===== config.mk =====
export PLATFORM = sky130hd
export DESIGN_NAME = hsynth_i2s_tx_flat
export DESIGN_NICKNAME = d
export VERILOG_FILES = /design/src/rtl/hsynth_i2s_tx_if.sv /design/src/rtl/hsynth_i2s_tx.sv /design/src/flat_wrapper.sv
export SDC_FILE = /design/constraint.sdc
export NUM_CORES = 1
export LEC_CHECK = 0
export ABC_AREA = 1
export ABC_CLOCK_PERIOD_IN_PS = 2680
export BUFFER_PORTS_ARGS = -buffer_cell sky130_fd_sc_hd__buf_2
export CAP_MARGIN = 20
export CORE_MARGIN = 1.5
export CORE_UTILIZATION = 55
export CTS_BUF_LIST = sky130_fd_sc_hd__clkbuf_16
export CTS_CLUSTER_DIAMETER = 120
export DETAILED_ROUTE_END_ITERATION = 6
export GPL_TIMING_DRIVEN = 0
export PLACE_DENSITY = 0.83
export SLEW_MARGIN = 15
export SYNTH_ARGS = -nofsm -noshare
export SYNTH_HDL_FRONTEND = slang
export SYNTH_SLANG_ARGS = --single-unit

===== constraint.sdc =====
create_clock -name clk -period 2.68 [get_ports clk]
set_clock_uncertainty 0.15 [all_clocks]
set_input_delay 0.804 -clock clk [delete_from_list [all_inputs] [get_ports clk]]
set_output_delay 0.804 -clock clk [all_outputs]
set_load 0.05 [all_outputs]

===== src/rtl/hsynth_i2s_tx_if.sv =====
// ---------------------------------------------------------------------------
// hsynth_i2s_tx_if
// Playback FIFO read interface between the I2S transmitter and a show-ahead
// FIFO.
//   fifo_empty  FIFO empty flag (FIFO -> transmitter)
//   fifo_rdata  FIFO head word {left, right}, valid while fifo_empty = 0
//   fifo_rd     one-clk pop strobe (transmitter -> FIFO)
// Modports: master = transmitter side, slave = FIFO side.
// ---------------------------------------------------------------------------
interface hsynth_i2s_tx_if #(
   parameter int DATA_W = 24
) ();
   logic                  fifo_empty;
   logic [2*DATA_W-1:0]   fifo_rdata;
   logic                  fifo_rd;

   modport master (input fifo_empty, input fifo_rdata, output fifo_rd);
   modport slave  (output fifo_empty, output fifo_rdata, input fifo_rd);
endinterface


===== src/rtl/hsynth_i2s_tx.sv =====
// ---------------------------------------------------------------------------
// hsynth_i2s_tx
// I2S playback serializer. Runs on clk, oversamples bclk/lrclk, pops one
// stereo pair per frame from a show-ahead FIFO and shifts it out MSB-first.
//
// Parameters:
//   DATA_W  sample width per channel (bits)
//   SLOT_W  bclk periods per half-frame slot (DATA_W <= SLOT_W <= 64)
//
// Ports:
//   clk, reset_n   system clock (>= 8x bclk), async active-low reset
//   enable         level; 0 returns the transmitter to idle
//   bclk, lrclk    asynchronous bit / word clocks (lrclk 0 = left)
//   fifo           playback FIFO read interface (master modport)
//   sdata          serial data to the codec
//   frame_start    one-clk pulse at each left-channel start while running
//   underrun       sticky flag, set when a frame starts on an empty FIFO
//   underrun_clr   clears underrun (set wins if both occur together)
//   fmt_lj         (HSYNTH_I2S_TX_LJ_EN only) 1 = left-justified format
//
// Optional feature macro: HSYNTH_I2S_TX_LJ_EN adds the fmt_lj input and
// left-justified mode. Without it the block is I2S only.
// ---------------------------------------------------------------------------
module hsynth_i2s_tx #(
   parameter int DATA_W = 24,
   parameter int SLOT_W = 32
) (
   input  logic                 clk,
   input  logic                 reset_n,
   input  logic                 enable,
   input  logic                 bclk,
   input  logic                 lrclk,
   hsynth_i2s_tx_if.master      fifo,
   output logic                 sdata,
   output logic                 frame_start,
   output logic                 underrun,
`ifdef HSYNTH_I2S_TX_LJ_EN
   input  logic                 fmt_lj,
`endif
   input  logic                 underrun_clr
);

   localparam int PAD   = SLOT_W - DATA_W;
   localparam int CNT_W = $clog2(SLOT_W + 1);
   localparam logic [CNT_W-1:0] CNT_MAX = CNT_W'(SLOT_W);

   typedef enum logic [1:0] {IDLE, SYNC, LEFT, RIGHT} state_t;

   state_t                state, state_nx;

   logic                  bclk_m, bclk_s, bclk_d;
   logic                  lr_m, lr_s, lr_last;
   logic                  bf, bnd_fall, bnd_rise;

   logic                  load_frame, load_right, load_chan;
   logic                  running, lj_mode, next_bit;
   logic [2*DATA_W-1:0]   frame_data, hold;
   logic [SLOT_W-1:0]     sr, new_word;
   logic [CNT_W-1:0]      cnt;

   // Channel sample placed MSB-first in the slot, pad bits zero.
   function automatic logic [SLOT_W-1:0] slot_word(input logic [DATA_W-1:0] d);
      return SLOT_W'(d) << PAD;
   endfunction

   // ------------------------------------------------------------------
   // Synchronizers and bclk falling-edge / lrclk boundary detection
   // ------------------------------------------------------------------
   // NOTE: every flop gets the async reset, including wide data registers;
   // state elements use non-blocking assignments so all of them update
   // from pre-edge values.
   always_ff @(posedge clk or negedge reset_n) begin
      if (!reset_n) begin
         bclk_m  <= 1'b0;
         bclk_s  <= 1'b0;
         bclk_d  <= 1'b0;
         lr_m    <= 1'b0;
         lr_s    <= 1'b0;
         lr_last <= 1'b0;
      end else begin
         bclk_m <= bclk;
         bclk_s <= bclk_m;
         bclk_d <= bclk_s;
         lr_m   <= lrclk;
         lr_s   <= lr_m;
         // lrclk is only looked at on bclk falls, so a change between
         // falls is seen at the next one.
         if (bf) lr_last <= lr_s;
      end
   end

   assign bf       = bclk_d & ~bclk_s;
   assign bnd_fall = bf &  lr_last & ~lr_s;
   assign bnd_rise = bf & ~lr_last &  lr_s;

   // ------------------------------------------------------------------
   // Frame FSM
   // ------------------------------------------------------------------
   always_ff @(posedge clk or negedge reset_n) begin
      if (!reset_n) state <= IDLE;
      else          state <= state_nx;
   end

   // NOTE: every output of this block is given a default first so no
   // path leaves a signal unassigned and no latch is inferred.
   always_comb begin
      state_nx    = state;
      load_frame  = 1'b0;
      load_right  = 1'b0;
      if (!enable) begin
         state_nx = IDLE;
      end else begin
         unique case (state)
            IDLE:  state_nx = SYNC;
            // Only a left start leaves SYNC, so a partial frame is never sent.
            SYNC:  if (bnd_fall) begin state_nx = LEFT;  load_frame = 1'b1; end
            LEFT:  if (bnd_rise) begin state_nx = RIGHT; load_right = 1'b1; end
            RIGHT: if (bnd_fall) begin state_nx = LEFT;  load_frame = 1'b1; end
            default: state_nx = IDLE;
         endcase
      end
      fifo.fifo_rd = load_frame & ~fifo.fifo_empty;
      frame_start  = load_frame;
   end

   assign running    = (state == LEFT) || (state == RIGHT);
   assign load_chan  = load_frame | load_right;
   assign frame_data = fifo.fifo_empty ? '0 : fifo.fifo_rdata;
   assign new_word   = load_frame ? slot_word(frame_data[2*DATA_W-1:DATA_W])
                                  : slot_word(hold[DATA_W-1:0]);
   // Past SLOT_W bits in one half-frame the line idles at 0.
   assign next_bit   = (cnt < CNT_MAX) ? sr[SLOT_W-1] : 1'b0;

   // ------------------------------------------------------------------
   // Format select: sampled only while not running
   // ------------------------------------------------------------------
`ifdef HSYNTH_I2S_TX_LJ_EN
   logic lj_q;
   always_ff @(posedge clk or negedge reset_n) begin
      if (!reset_n)                              lj_q <= 1'b0;
      else if (state == IDLE || state == SYNC)   lj_q <= fmt_lj;
   end
   assign lj_mode = lj_q;
`else
   assign lj_mode = 1'b0;
`endif

   // ------------------------------------------------------------------
   // Hold / shift datapath, serial output and underrun flag
   // ------------------------------------------------------------------
   always_ff @(posedge clk or negedge reset_n) begin
      if (!reset_n) begin
         hold     <= '0;
         sr       <= '0;
         cnt      <= '0;
         sdata    <= 1'b0;
         underrun <= 1'b0;
      end else begin
         // Set has priority over a clear in the same cycle.
         underrun <= (load_frame & fifo.fifo_empty) | (underrun & ~underrun_clr);

         if (load_frame) hold <= frame_data;

         if (!enable) begin
            sdata <= 1'b0;
         end else if (bf) begin
            if (load_chan) begin
               if (lj_mode) begin
                  // Left-justified: the MSB goes out on the boundary fall
                  // itself, so one bit is already consumed.
                  sdata <= new_word[SLOT_W-1];
                  sr    <= new_word << 1;
                  cnt   <= CNT_W'(1);
               end else begin
                  // I2S: the boundary fall still carries the last bit of
                  // the previous slot; the new MSB follows one bclk later.
                  sdata <= running ? next_bit : 1'b0;
                  sr    <= new_word;
                  cnt   <= '0;
               end
            end else if (running) begin
               sdata <= next_bit;
               if (cnt < CNT_MAX) begin
                  sr  <= sr << 1;
                  cnt <= cnt + CNT_W'(1);
               end
            end else begin
               sdata <= 1'b0;
            end
         end
      end
   end

endmodule


===== src/flat_wrapper.sv =====
// flat-port wrapper written by rule: the top's interface ports become plain ports
module hsynth_i2s_tx_flat 
#(
   parameter int DATA_W = 24,
   parameter int SLOT_W = 32
)
  (clk, reset_n, enable, bclk, lrclk, sdata, frame_start, underrun, underrun_clr, fifo_fifo_empty, fifo_fifo_rdata, fifo_fifo_rd);
  hsynth_i2s_tx_if #(.DATA_W(DATA_W)) fifo_i ();
  input  logic clk;
  input  logic reset_n;
  input  logic enable;
  input  logic bclk;
  input  logic lrclk;
  output logic sdata;
  output logic frame_start;
  output logic underrun;
  input  logic underrun_clr;
  input wire logic [$bits(fifo_i.fifo_empty)-1:0] fifo_fifo_empty;
  input wire logic [$bits(fifo_i.fifo_rdata)-1:0] fifo_fifo_rdata;
  output wire logic [$bits(fifo_i.fifo_rd)-1:0] fifo_fifo_rd;
  assign fifo_i.fifo_empty = fifo_fifo_empty;
  assign fifo_i.fifo_rdata = fifo_fifo_rdata;
  assign fifo_fifo_rd = fifo_i.fifo_rd;
  hsynth_i2s_tx #(.DATA_W(DATA_W), .SLOT_W(SLOT_W)) u_core (.clk(clk), .reset_n(reset_n), .enable(enable), .bclk(bclk), .lrclk(lrclk), .fifo(fifo_i), .sdata(sdata), .frame_start(frame_start), .underrun(underrun), .underrun_clr(underrun_clr));
endmodule

* Yosys cells after proc, flatten, opt, wreduce, memory -nomap -nowiden
Cells that the tools add are included.
Storage, ports and cells: bits of input ports 55, logic and storage cells 64, output and inout bits 4, register bits 72
Operators by class: $lt $le $gt $ge 1, bitwise gates (word level) 15, multiplexer cells 22, add/subtract/negate cells 1, reductions and logical operators 7, eq/ne operators 6
Operator list (count):
- two-way mux 32 bit | 4
- two-way mux 48 bit | 1
- two-way mux 6 bit | 3
- two-way mux 1 bit | 10
- bitwise AND 1 bit | 8
- adder 6 x 1 -> 6 bit, second input constant | 1
- less-than comparator 6 bit, second input constant | 1
- two-way mux 2 bit | 3
- != test 3 x 2 -> 1 bit, second input constant | 2
- one-hot mux 2 bit (3 select lines) | 1
- inverter 1 bit | 5
- equality test 2 bit, second input constant | 2
- AND reduction 4 bit | 1
- nonzero test 2 bit | 2
- equality test 2 x 1 -> 1 bit, second input constant | 1
- logical NOT 2 bit | 1
- != test 2 x 1 -> 1 bit, second input constant | 1
- bitwise OR 1 bit | 2
- AND reduction 2 bit | 1
- OR reduction 2 bit | 1
- logical OR 1 bit | 1

* Logic depth before layout (Yosys ltp)
Gate-level depths: netlist (run 1).
depth after elaboration 10, mapped depth 11, gate-level depth less buffers 9

* Least setup slack after synthesis (run 1)
OpenSTA, ideal clock, no wires.
path type input to output, start in enable, end out fifo_fifo_rd, setup slack 64 ps, data required time 1726 ps, cell stages on the path 5, data arrival time 1662 ps, cell sequence nand2_1 > inv_2 > nand3_4 > nor2_2 > buf_2
Between the ends: word-level cells in the longest chain between the ends 2
RTL lines:
- from (decl) | line flat_wrapper.sv:11 | input logic enable;
- two-way mux 1 bit | line hsynth_i2s_tx.sv:110 | if (!enable) begin
- bitwise AND 1 bit | line hsynth_i2s_tx.sv:122 | fifo.fifo_rd = load_frame & ~fifo.fifo_empty;
- to (decl) | line flat_wrapper.sv:20 | output wire logic [$bits(fifo_i.fifo_rd)-1:0] fifo_fifo_rd;
Every way passes these cells.

* Worst setup path in the final report (run 1)
start in enable, end out frame_start
Between the ends: word-level cells in the longest chain between the ends 1
RTL lines:
- two-way mux 1 bit | line hsynth_i2s_tx.sv:110
- to (decl) | line flat_wrapper.sv:15 | output logic frame_start;
Every way passes these cells.

==> run metrics, run 1 <==
outcome=complete, no violations; syn avg cell area=7.62 sq um; critical path required time=around 1.7 ns; largest family of logic cells by synthesized area=simple AND/OR/NAND/NOR gates; simple-gate share of the synthesized area=0.383; Detailed Place HPWL=slightly above 5 mm; total grt overflow=0; Num CTS Buffers=9; DIE WIDTH=78.1 um; area leader, netlist=dfrtp_1; gr usage total=0.278; peak supply drop=around 0.42 mV; mux contribution to synthesized area=0; Arr. time, crit path=around 1.6 ns; Worst Tran Pin Value=about 0.56 ns; Top Ports=between 50 and 60; final net count=around 540; initial antenna violation count=0; post-synthesis register bit count=64; initial core utilization=0.567; clock tree buffer depth=2; drt pass-1 iters=4; most common cell after layout, fill and taps aside=nand2_1; CTS tree=done; worst reg2reg endpoint=u_core.sr[16]; RSZ-0062 raised after global routing=false; Area growth, synth to finish=23.7%; period utilization=0.969; die area=6100 sq um; Final Slew Violations=0; Worst Setup SP=enable; WS Path Type=in -> out; synthesized instance count=slightly above 400; FP Rows=27; Syn Nets=around 460; layout cells sized above 1=0.209; share of the synthesized area in the top cell type=0.516; clk sink count=between 60 and 70; gpl congestion=between 0.8 and 0.9; final number of setup-violating endpoints=0; mapped cell area=3100 sq um; post-synthesis cell type count=25; Lkg Pwr=~2.2 nW; worst-skew pair later-pin latency=about 0.33 ns; dpl ws=-0.562 ns; crit path launch type=input pin; sequential fraction of the synthesis area=0.516; critical path peak fanout=10; drt wl/cell=13.5 um; number of H-tree levels=3; PortBufs=between 50 and 60; Worst Hold Endpoint=u_core.bclk_s; Synth Area in Adders=0.00403; CTS Hold Buffers Added=0; Core ar.=~5500 sq um; Syn. warnings=0; Power Dens Cells=~670 nW/um^2; vias in the first global route=between 2000 and 3000; internal reg-to-reg setup slack=0.79 ns; final worst setup slack=0.0833 ns; Critical Path End Type=primary output; XOR/XNOR share of the synthesized area=0.00565; top cells by area, synth=dfrtp_1, nand2_1, nand3_1; fin crit period=approximately 2.6 ns; Vias=between 2000 and 3000; Compound-Gate Fraction of Synth Area=0.0222; Slew HR=0.630; total power=between 2 and 3 mW; final wirelength=7.57 mm; Max Cap Violations=0; clock slew at reported path FFs=approximately 0.050 ns; DR vias/cell=~5.1; antenna cells=0; DRC Markers=0; Peak Freq=0.385 GHz; Die Y=between 70 and 80 um; R2R cell count=10; hold crit path type=reg -> reg; clock root buffer=clkbuf_16; Antenna Violating Nets Remaining=0; Final Hold Fails=0; worst r2r src=u_core.bclk_s; most frequent cells in the layout=nand2_1, dfrtp_1, buf_2; Worst Hold Depth=0; first-pass GRT wire length=approximately 13 mm; worst hold start=u_core.bclk_m; largest net degree at the start of global routing=38; Initial DRC Count=223
[Yosys cell counts]
cell	number
nand2_1	207
dfrtp_1	64
nand3_1	38
inv_1	23
nor2_1	17
nand4_1	14
buf_2	9
o21ai_0	6
buf_6	4
clkbuf_1	4
inv_2	3
nand2_2	3
a21oi_1	2
xor2_1	2
a32o_1	1
buf_1	1
buf_4	1
ha_1	1
nand3_4	1
nor2_2	1
nor2_4	1
nor3_4	1
o211ai_1	1
o21ai_1	1
o22ai_1	1
[sequential cells by signal, indices dropped and copies added, names as in the netlist]
signal / flops
u_core.state: 2
u_core.lr_last: 1
u_core.cnt: 6
u_core.bclk_s: 1
u_core.underrun: 1
u_core.hold: 24
u_core.bclk_m: 1
u_core.sr: 24
u_core.lr_s: 1
u_core.lr_m: 1
u_core.bclk_d: 1
u_core.sdata: 1
[report_power, final]
| part | switching [mW] | internal, mW |
|---|---|---|
| Sequential | 0.0879 | 1.13 |
| Combinational | 0.201 | 0.138 |
| Clock | 0.410 | 0.606 |
| Total | 0.699 | 1.88 |
[cell families (layout without fill, tap and decap cells)]
group                    after synthesis  in the layout
AO/OA/AOI/OAI                         12             12
XOR/XNOR                               2              2
adder cells (fa/ha/maj)                1              1
buffers and inverters                 45            125
flip-flops                            64             64
AND/OR/NAND/NOR                      283            283
[worst max-delay path: stages]
cell	delay, ns
buf_2	0.12
nand2_1	0.08
inv_2	0.09
nand3_4	0.12
buf_6	0.18
inv_2	0.08
buf_6	0.16
[metrics by stage]
step	utilization	cells	setup TNS [ns]	hold slack, ns	area (sq um)
2_1_floorplan	-	407	0	0.181	3100
3_3_place_gp	0.636	537	-0.703	0.185	3480
3_5_place_dp	0.641	538	-0.773	0.185	3510
4_1_cts	0.698	558	0	0.197	3820
5_1_grt	0.702	559	0	0.212	3840
6_report	0.702	559	0	0.197	3840
[worst max-delay path by stage]
stage	slack, ns	end	depth (start not counted)
after floorplan	0.06	fifo_fifo_rd	5
after global placement	-0.53	fifo_fifo_rd	7
after detailed placement	-0.56	fifo_fifo_rd	7
after CTS	0.01	frame_start	7
after global routing	0.03	frame_start	7
final	0.08	frame_start	7
[final cells by class]
class	instances	area (sq um)
Buffer	18	129
Clock buffer	9	225
Clock inverter	7	30.0
Fill cell	462	1630
Inverter	26	97.6
Multi-Input combinational cell	298	1290
Sequential cell	64	1600
Tap cell	72	90.1
Timing Repair Buffer	65	374
[routing by layer]
layer	global-route usage	share of wire	vias up
met5	0	0	-
met1	0.364	0.43	1353
met2	0.442	0.49	81
met4	0.148	0.022	0
li1	-	-	1424
met3	0.0477	0.053	16
[timing repair]
action / 4_1_cts / 5_1_grt
setup endpoints to repair: 2 / 2
resized for setup: 8 / 4
buffers inserted: 4 / 2
pin swaps: 1 / 1
endpoints found under the hold margin: 0 / 0
Power figures use the tool's default switching activity.
==> run 2, diff against run 1 <==
GPL_TIMING_DRIVEN = default   (was 0)
==> run metrics, run 2 (synthesis results as in run 1) <==
outcome=complete, no violations; CTS tree=done; clk sink count=64 (unchanged); Area growth, synth to finish=22.9%; period utilization=0.957 (-0.0120); initial core utilization=0.567 (unchanged); Area after DPL=3490 sq um (-0.46%); drt wl/cell=13.3 um (-1.8%); Critical Path End Type=primary output; Crit path largest cell delay=0.27 ns (+0.09 ns); first-pass GRT wire length=12.5 mm (-3.2%); register area=1600 sq um (unchanged); fin crit period=2.56 ns (-0.0321 ns); clock slew at reported path FFs=0.06 ns (about the same); final wirelength=7.27 mm (-3.9%); WS Path Type=in -> out; clock tree buffer depth=2 (unchanged); total grt overflow=0 (unchanged); Peak Freq=0.390 GHz (+1.3%); worst hold start=u_core.bclk_m; critical path peak fanout=13 (+3); Final Hold Fails=0 (unchanged); worst-skew pair later-pin latency=0.34 ns (about the same); Buf/Inv on CP=4 (-1); gpl congestion=0.796 (-5.5%); antenna cells=0 (unchanged); FP Rows=27 (unchanged); DRC Markers=0 (unchanged); total power=2.82 mW (+9.3%); Num CTS Buffers=9 (unchanged); hold crit path type=reg -> reg; DR vias/cell=5.22 (+1.6%); largest net degree at the start of global routing=31 (-18%); die area=6100 sq um (unchanged); Final Instance Area=3810 sq um (-0.65%); crit path launch type=input pin; cell family with most CP delay=buffers and inverters; Core ar.=5470 sq um (unchanged); DIE WIDTH=78.1 um (unchanged); largest registers=u_core.hold (24), u_core.sr (24), u_core.cnt (6); Worst Setup SP=enable; critical path required time=1.73 ns (about the same); Power Dens Cells=738 nW/um^2 (+10%); clock root buffer=clkbuf_16; drt pass-1 iters=4 (unchanged); Max Cap Violations=0 (unchanged); Top Ports=59 (unchanged); layout cells sized above 1=0.204 (-0.00524); most frequent cells in the layout=nand2_1, dfrtp_1, buf_2; most common cell after layout, fill and taps aside=nand2_1; Detailed Place HPWL=4.67 mm (-7.9%); peak supply drop=0.390 mV (-7.3%); area of the multi-input gates=1290 sq um (-0.19%); Initial DRC Count=159 (-29%); slowest cell on the critical path=buf_2; Fin Hold WS=0.198 ns (+0.00106 ns); RSZ-0062 raised after global routing=false; cell-by-cell trace of the critical path=buf_2 > nand2_1 > inv_2 > nand3_4 > inv_1 > buf_2; Vias=2857 (-0.59%); worst r2r src=u_core.lr_last; Die Y=78.1 um (unchanged); CTS Hold Buffers Added=0 (unchanged); initial antenna violation count=0 (unchanged); Lkg Pwr=2.20 nW (-1.6%); total negative setup slack=0 ns (unchanged); final number of setup-violating endpoints=0 (unchanged); PortBufs=58 (unchanged); Slew HR=0.626 (-0.00376); gr usage total=0.267 (-0.0110); vias in the first global route=2776 (+0.33%); most used cell, CP=buf_2; Fillers=457 (-1.1%); Antenna Violating Nets Remaining=0 (unchanged); final net count=526 (-2.2%); number of H-tree levels=3 (unchanged); Worst Tran Pin Value=0.561 ns (+0.00502 ns); Arr. time, crit path=1.61 ns (-0.03 ns); Final Slew Violations=0 (unchanged)
## run 2: cell types whose count changed in the layout (fill, tap and decap cells not counted), sizes merged
| cell | before | now |
|---|---|---|
| clkbuf | 12 | 10 |
| buf | 80 | 70 |
| bufinv | 0 | 2 |
| clkinv | 6 | 1 |
| clkinvlp | 0 | 3 |
## run 2: worst paths after layout
check,to,slack [ns],depth (start not counted)
min reg2reg,u_core.bclk_s,0.20,0
min in group asynchronous,u_core.bclk_s,0.25,1
min,u_core.bclk_s,0.20,0
max in group asynchronous,u_core.hold[0],1.52,2
max,frame_start,0.12,6
max reg2reg,u_core.sr[10],0.56,9
## run 2: layout make-up
type / instances / share of cell area
well taps: 72 / 0.0236
clock inverters: 7 / 0.0249
clock buffers: 9 / 0.0590
multi-input cells: 298 / 0.338
repair buffers: 71 / 0.109
inverters: 26 / 0.0256
flip-flops and latches: 64 / 0.420
## run 2: worst reg2reg max path: stages (launching register included)
cell	delay (ns)
dfrtp_1	0.37
inv_1	0.06
nor2_1	0.17
nand3_4	0.21
buf_4	0.29
nand2_2	0.21
buf_4	0.29
nand3_1	0.13
nand2_1	0.08
nand2_1	0.05
## run 2: metal layers
layer	track usage	routed length, um	vias up	share of wire
met3	0.0453	502	13	0.069
met4	0.141	136	0	0.019
li1	-	-	1405	-
met5	0	0	-	0
met1	0.336	3160	1347	0.43
met2	0.442	3470	92	0.48
## run 2: repair_timing
| action | in CTS | in global routing |
|---|---|---|
| gates resized for setup | 0 | 2 |
| setup buffers | 0 | 0 |
| setup endpoints to repair | 0 | 2 |
| hold endpoints to repair | 0 | 0 |
## run 2: power by group
part	total (mW)	internal (mW)	leakage, nW	switching [mW]
registers	1.22	1.13	0.835	0.0866
clock network	1.26	0.813	0.146	0.450
logic	0.335	0.137	1.22	0.198
## run 2: through the flow
| step | std cells | util | setup slack, ns |
|---|---|---|---|
| global route | 547 | 0.697 | 0.0360 |
| detailed placement | 531 | 0.638 | 0.0884 |
| CTS | 547 | 0.696 | 0.0853 |
| floorplan | 407 | - | 0.0644 |
| global placement | 531 | 0.638 | 0.0958 |
| finish | 547 | 0.697 | 0.115 |
